[src/rtl/regfile_write_arbiter.sv]
// Register-file write-port arbiter: the CPU writeback has priority over a FIFO of
// accelerator writes. A starvation counter forces one accelerator grant after a CPU run.
module regfile_write_arbiter #(
  parameter int FIFO_DEPTH   = 4,
  parameter int STARVE_LIMIT = 8
) (
  input  logic                        clock,
  input  logic                        ctrl_reset_n,
  input  logic                        cpu_wen,
  input  logic [4:0]                  cpu_wreg,
  input  logic [31:0]                 cpu_wdata,
  output logic                        cpu_stall,
  input  logic                        acc_valid,
  input  logic [4:0]                  acc_wreg,
  input  logic [31:0]                 acc_wdata,
  output logic                        acc_ready,
  output logic                        ctrl_writeEnable,
  output logic [4:0]                  ctrl_writeReg,
  output logic [31:0]                 data_writeReg,
  output logic [$clog2(FIFO_DEPTH):0] acc_pending
);
  localparam int PTR_W = (FIFO_DEPTH > 1) ? $clog2(FIFO_DEPTH) : 1;
  localparam int CNT_W = $clog2(FIFO_DEPTH) + 1;
  localparam int SW    = (STARVE_LIMIT > 0) ? $clog2(STARVE_LIMIT + 1) : 1;
  localparam logic [CNT_W-1:0] DEPTH_C = CNT_W'(FIFO_DEPTH);
  localparam logic [PTR_W-1:0] LAST_C  = PTR_W'(FIFO_DEPTH - 1);
  localparam logic [SW-1:0]    LIMIT_C = SW'(STARVE_LIMIT);

  typedef struct packed {
    logic [4:0]  wreg;
    logic [31:0] wdata;
  } acc_entry_t;

  acc_entry_t       r_mem [FIFO_DEPTH];
  logic [PTR_W-1:0] r_wptr, r_rptr;
  logic [CNT_W-1:0] r_count;
  logic [SW-1:0]    r_starve;

  logic        w_empty, w_stall, w_cpu_gnt, w_acc_gnt, w_push;
  logic [4:0]  w_gnt_reg;
  logic [31:0] w_gnt_data;
  acc_entry_t  w_head;

  assign w_empty   = (r_count == '0);
  assign w_head    = r_mem[r_rptr];
  assign w_stall   = (r_starve == LIMIT_C) && !w_empty && cpu_wen;
  assign w_cpu_gnt = cpu_wen && !w_stall;
  assign w_acc_gnt = !w_cpu_gnt && !w_empty;
  // Ready is gated by reset so the queue reads as not-ready while held in reset.
  assign acc_ready = ctrl_reset_n && (r_count < DEPTH_C);
  assign w_push    = acc_valid && acc_ready;

  assign w_gnt_reg  = w_cpu_gnt ? cpu_wreg  : w_head.wreg;
  assign w_gnt_data = w_cpu_gnt ? cpu_wdata : w_head.wdata;

  assign cpu_stall   = w_stall;
  assign acc_pending = r_count;

  always_ff @(posedge clock) begin
    if (w_push) r_mem[r_wptr] <= '{wreg: acc_wreg, wdata: acc_wdata};
  end

  always_ff @(posedge clock or negedge ctrl_reset_n) begin
    if (!ctrl_reset_n) begin
      r_wptr           <= '0;
      r_rptr           <= '0;
      r_count          <= '0;
      r_starve         <= '0;
      ctrl_writeEnable <= 1'b0;
      ctrl_writeReg    <= '0;
      data_writeReg    <= '0;
    end else begin
      if (w_push)    r_wptr <= (r_wptr == LAST_C) ? '0 : r_wptr + 1'b1;
      if (w_acc_gnt) r_rptr <= (r_rptr == LAST_C) ? '0 : r_rptr + 1'b1;

      case ({w_push, w_acc_gnt})
        2'b10:   r_count <= r_count + 1'b1;
        2'b01:   r_count <= r_count - 1'b1;
        default: r_count <= r_count;
      endcase

      // Counts CPU wins against a waiting queue; any queue grant or an empty queue restarts it.
      if (w_cpu_gnt && !w_empty) begin
        if (r_starve != LIMIT_C) r_starve <= r_starve + 1'b1;
      end else if (w_acc_gnt || w_empty) begin
        r_starve <= '0;
      end

      if (w_cpu_gnt || w_acc_gnt) begin
        ctrl_writeEnable <= (w_gnt_reg != 5'd0);
        ctrl_writeReg    <= w_gnt_reg;
        data_writeReg    <= w_gnt_data;
      end else begin
        ctrl_writeEnable <= 1'b0;
      end
    end
  end
endmodule

[config.mk]
export PLATFORM = sky130hd
export DESIGN_NAME = regfile_write_arbiter
export DESIGN_NICKNAME = d
export VERILOG_FILES = /design/src/rtl/regfile_write_arbiter.sv
export SDC_FILE = /design/constraint.sdc
export NUM_CORES = 1
export LEC_CHECK = 0
export CAP_MARGIN = 25
export CORE_ASPECT_RATIO = 0.8
export CORE_MARGIN = 10
export CORE_UTILIZATION = 58
export CTS_CLUSTER_DIAMETER = 80
export DETAILED_ROUTE_END_ITERATION = 7
export GPL_ROUTABILITY_DRIVEN = 1
export GPL_TIMING_DRIVEN = 0
export MAX_ROUTING_LAYER = met4
export PLACE_DENSITY = 0.86
export SETUP_SLACK_MARGIN = 0.02
export SLEW_MARGIN = 30
export SYNTH_ARGS = -nofsm -noshare
export SYNTH_HDL_FRONTEND = slang
export SYNTH_SLANG_ARGS = --single-unit
[constraint.sdc]
create_clock -name clock -period 4.5 [get_ports clock]
set_input_delay 0.9 -clock clock [delete_from_list [all_inputs] [get_ports clock]]
set_output_delay 0.9 -clock clock [all_outputs]
set_load 0.02 [all_outputs]
==> results of run 1 <==
## routing by layer
layer | routed length, µm | part of all wire | GRT usage
met1 | 7330 | 0.44 | 0.249
met2 | 8130 | 0.48 | 0.305
met3 | 1100 | 0.066 | 0.0584
met4 | 261 | 0.016 | 0.0612
met5 | 0 | 0 | -
## cell usage after synthesis, drive strengths merged (2+ instances only)
cell    number  area (µm²)
a21oi        5        25.0
and3         5        31.3
buf         11        85.1
clkbuf       9        33.8
dfrtp       49        1230
edfxtp     148        4440
ha           8         100
inv          8        30.0
mux2         2        22.5
mux2i       37         370
mux4        37         833
nand2       35         131
nor2         7        26.3
nor3         4        31.3
o21ai       35         175
xnor2        2        17.5
xor2         3        26.3
## cell families (layout without fill, tap and decap cells)
kind of cell / after synthesis / after routing / synth area share
buf+inv: 28 / 180 / 0.0193
compound gates: 42 / 42 / 0.0295
simple gates: 60 / 60 / 0.0363
mux: 76 / 76 / 0.159
fa+ha+maj: 9 / 9 / 0.0156
xor+xnor: 5 / 5 / 0.00568
flops: 197 / 197 / 0.735
## power breakdown
group          total, mW  internal, mW  switching, mW  leakage (nW)
clock network       1.58         0.940          0.636         0.296
logic               1.77         0.877          0.898          1.25
registers           2.44          2.26          0.177          1.92
## sequential cells by signal (all words and copies together), names as in the netlist
name,count
r_rptr,2
acc_pending,3
r_wptr,2
ctrl_writeEnable,1
ctrl_writeReg,5
r_starve,4
data_writeReg,32
r_mem,148
## critical path, stage by stage
cell,delay [ns]
buf_4,0.29
buf_12,0.25
nor2b_1,0.38
clkdlybuf4s50_1,0.68
## path summary, 6_finish.rpt
kind / from / to / slack [ns]
hold reg to reg: data_writeReg[11] / data_writeReg[11] / 0.48
max in group asynchronous: ctrl_reset_n / r_starve[1] / 3.66
setup / recovery: ctrl_reset_n / acc_ready / 1.08
hold / removal: ctrl_reset_n / data_writeReg[25] / 0.37
setup reg to reg: r_starve[0] / acc_pending[2] / 1.92
min in group clock: data_writeReg[11] / data_writeReg[11] / 0.48
## cell type report
| type | count | area [µm²] | area share |
|---|---|---|---|
| buffer | 20 | 119 | 0.0122 |
| clock buffer | 21 | 450 | 0.0461 |
| timing repair buffer | 121 | 1220 | 0.125 |
| sequential | 197 | 5670 | 0.580 |
| multi-input combinational | 192 | 1920 | 0.196 |
| clock inverter | 10 | 155 | 0.0159 |
| tap | 175 | 219 | 0.0224 |
| inverter | 8 | 30.0 | 0.00307 |
==> impl_metrics.ini, run 1 <==
[floorplanning]
row_count = 37
die_h_um = 123
floorplan.initialDensity = 0.595
die-area_um2 = 18300
dieWidth_um = 149
io_pins = 121
core-area_um2 = 13000

[grt]
grt_pass1_vias = 4658
grt_pass1_wl_um = 26100
grt_max_degree = 38
grt_usage = 0.197
grt_antenna_before_repair = 0
grt-ovfl-total = 0

[sta]
setup_viol = 0
clock.fmax_mhz = 292
slew_violations = 0
min_period_ns = 3.42
rsz0062_at_grt = no
fin_tns_setup_ns = 0
fin_skew_ns = 0.0131
holdWs_ns = 0.366
setup_ws_ns = 1.08
worstMarginPinSlew_ns = 0.736
hold_violations = 0
max_slew_margin = 0.509
period_share = 0.760

[power_and_ir_drop]
power.total_mw = 5.79
irDropWorstVdd_uv = 439
powerDensity_nw_per_um2 = 592
leakagePower_nw = 3.47

[placement]
dpl_cell_area_um2 = 9180
dp_hpwl_um = 11000
dp.cells = 713
pre_cts_slack_ns = 1.04
io_buffers = 120
gp_congestion = 0.855

[clocking]
cts_hold_buffers = 0
htreeDepth = 4
clkSlewWorstSetupHoldPaths_ns = 0.07
cts_setup_buffers = 0
cts_sinks = 197
cts_root_buf = clkbuf_16
cts_resized = 0
clk_path_buf_depth = 2
tritoncts = built
clkLatencyLatePin_ns = 0.43
cts_buffers = 17

[min_path]
holdCritPathClass = primary input to async pin

[final_layout]
fin_util = 0.755
area_growth_pct = 26.7
design_area_um2 = 9780
drive_above_1_share = 0.144
fillerInstances = 737
mostFrequentLayoutCells = edfxtp_1, clkdlybuf4s50_1, dfrtp_1, mux4_2, mux2i_1
finalNonFillerCells = 744
diodes = 0
layout_commonest_cell = edfxtp_1
finalNetCount = 644

[yosys]
async_reset_ff_frac = 0.249
synthFlopType = edfxtp_1
synth_cell_types = 35
postSynthCellCount = 417
yosysWarnings = 0
synth_edf_count = 148
synth_seq_cells = 197
seq_area_frac_synth = 0.735
syn_area_um2 = 7720
synth_nets = 504
syn_avg_cell_area_um2 = 18.5

[drt]
finalWirelength_um = 16800
viasPerCell = 5.67
wire_per_inst_um = 22.6
vias = 4215
dr.pass1.iters = 4
drc = 0
drt_iter0_markers = 372
detail-route-antenna-nets = 0

[setup_path]
worstPathRequired_ns = 3.60
arrival_ns = 2.52
worstSetupPathType = primary input to output pin
start_kind = primary input
reg2regPathDepth = 11
critPathMaxFanout = 29
end_kind = output pin

[run]
drv_cap = 0

[outcome]
status = finished clean
Note: power is estimated with default switching activity, not from simulation.
==> inputs of run 2 (changes only) <==
--- a/config.mk
+++ b/config.mk
@@ -8,13 +8,13 @@
 export CAP_MARGIN = 25
 export CORE_ASPECT_RATIO = 0.8
 export CORE_MARGIN = 10
-export CORE_UTILIZATION = 58
+export CORE_UTILIZATION = 53
 export CTS_CLUSTER_DIAMETER = 80
 export DETAILED_ROUTE_END_ITERATION = 7
 export GPL_ROUTABILITY_DRIVEN = 1
 export GPL_TIMING_DRIVEN = 0
 export MAX_ROUTING_LAYER = met4
-export PLACE_DENSITY = 0.86
+export PLACE_DENSITY = 0.8
 export SETUP_SLACK_MARGIN = 0.02
 export SLEW_MARGIN = 30
 export SYNTH_ARGS = -nofsm -noshare
==> constraint.sdc (replaced) <==
create_clock -name clock -period 3.2 [get_ports clock]
set_input_delay 0.64 -clock clock [delete_from_list [all_inputs] [get_ports clock]]
set_output_delay 0.64 -clock clock [all_outputs]
set_load 0.02 [all_outputs]
==> run 2 against run 1 <==
Non-clock buffer count unchanged. Setup slack worse by 0.67 ns. Register-to-register slack lost 1.3 ns. Clock-buffer cell count shrank 1. Utilization down 6.8 points. Sequential share of layout area shrank 0.18 points.
==> impl_metrics.ini, run 2 (synthesis results as in run 1) <==
[final_layout]
area_growth_pct = 27.1
finalNetCount = 644
largest_reg_flops = 148
mostFrequentLayoutCells = edfxtp_1, clkdlybuf4s50_1, dfrtp_1, mux4_2, mux2i_1
drive_above_1_share = 0.149
finalNonFillerCells = 755
design_area_um2 = 9810
layout_commonest_cell = edfxtp_1
largestRegisters = r_mem (148), data_writeReg (32), ctrl_writeReg (5)
top_register = r_mem

[sta]
period_share = 0.873
setup_viol = 0
clock.fmax_mhz = 358
setup_ws_ns = 0.405
hold_violations = 0
worstMarginPinSlew_ns = 0.633
min_period_ns = 2.79
max_slew_margin = 0.578
rsz0062_at_grt = no
holdWs_ns = 0.125
slew_violations = 0
fin_skew_ns = 0.00975

[floorplanning]
row_count = 39
floorplan.initialDensity = 0.540
dieWidth_um = 155
core-area_um2 = 14300
die_h_um = 128
die-area_um2 = 19800
io_pins = 121

[clocking]
cts_hold_buffers = 0
clk_path_buf_depth = 2
cts_buffers = 17
tritoncts = built
cts_root_buf = clkbuf_16
cts_sinks = 197
clkSlewWorstSetupHoldPaths_ns = 0.06
cts_setup_buffers = 0
cts_resized = 0
htreeDepth = 4
clkLatencyLatePin_ns = 0.43

[grt]
grt-ovfl-total = 0
grt_pass1_vias = 4467
grt_antenna_before_repair = 1
grt_usage = 0.178
grt_max_degree = 38
grt_pass1_wl_um = 25800

[placement]
pre_cts_slack_ns = 0.283
dpl_cell_area_um2 = 9190
gp_congestion = 0.756
dp.cells = 722
dp_hpwl_um = 11000
io_buffers = 120

[outcome]
status = finished clean

[drt]
vias = 4269
dr.pass1.iters = 5
drt_iter0_markers = 346
detail-route-antenna-nets = 0
wire_per_inst_um = 22.0
finalWirelength_um = 16600
viasPerCell = 5.65
wl_met3_um = 1260
met1Wirelength_um = 6950
drc = 0
highest_layer = met4
met2_length_um = 8270

[setup_path]
start_kind = primary input
worstPathRequired_ns = 2.56
arrival_ns = 2.15
critPathMaxFanout = 4
worstSetupPathType = primary input to output pin
end_kind = output pin

[power_and_ir_drop]
leakagePower_nw = 3.47
irDropWorstVdd_uv = 765
power.total_mw = 8.17
powerDensity_nw_per_um2 = 832

[min_path]
holdCritPathClass = primary input to async pin

[run]
drv_cap = 0
run 2: final cells by class:
| class | instances | area [µm²] |
|---|---|---|
| antenna | 1 | 2.50 |
| buffer | 20 | 119 |
| clock buffer | 20 | 447 |
| clock inverter | 12 | 176 |
| fill | 921 | 4490 |
| inverter | 8 | 30.0 |
| multi-input combinational | 192 | 1920 |
| sequential | 197 | 5670 |
| tap | 184 | 230 |
| timing repair buffer | 121 | 1220 |
run 2: path summary, 6_finish.rpt:
| check | slack, ns | startpoint | end | cells after the start |
|---|---|---|---|---|
| worst max register to register | 0.61 | r_starve[0] | acc_pending[2] | 11 |
| worst max-delay path | 0.41 | cpu_wen | cpu_stall | 3 |
| max in group asynchronous | 2.61 | ctrl_reset_n | data_writeReg[5] | 2 |
| worst min register to register | 0.48 | data_writeReg[21] | data_writeReg[21] | 2 |
| worst min-delay path | 0.13 | ctrl_reset_n | acc_pending[1] | 1 |
| min in group clock | 0.48 | data_writeReg[21] | data_writeReg[21] | 2 |
run 2: layer usage:
layer,vias up,track usage
met5,-,-
met4,0,0.0505
met3,12,0.0667
met2,162,0.273
met1,2199,0.220
li1,1896,-
run 2: through the flow:
stage | util | TNS, ns
final | 0.686 | 0
after global routing | 0.686 | 0
after CTS | 0.686 | 0
after detailed placement | 0.643 | 0
after global placement | 0.640 | -327.03
after floorplan | - | 0
run 2: power by group:
part	leakage, nW	switching (mW)	internal, mW
Combinational	1.25	1.28	1.23
Sequential	1.92	0.241	3.18
Clock	0.302	0.897	1.33
Total	3.47	2.42	5.75
run 2: critical path, stage by stage:
cell and delay [ns]:
clkdlybuf4s50_1 0.57, nor4b_1 0.28, clkdlybuf4s50_1 0.67
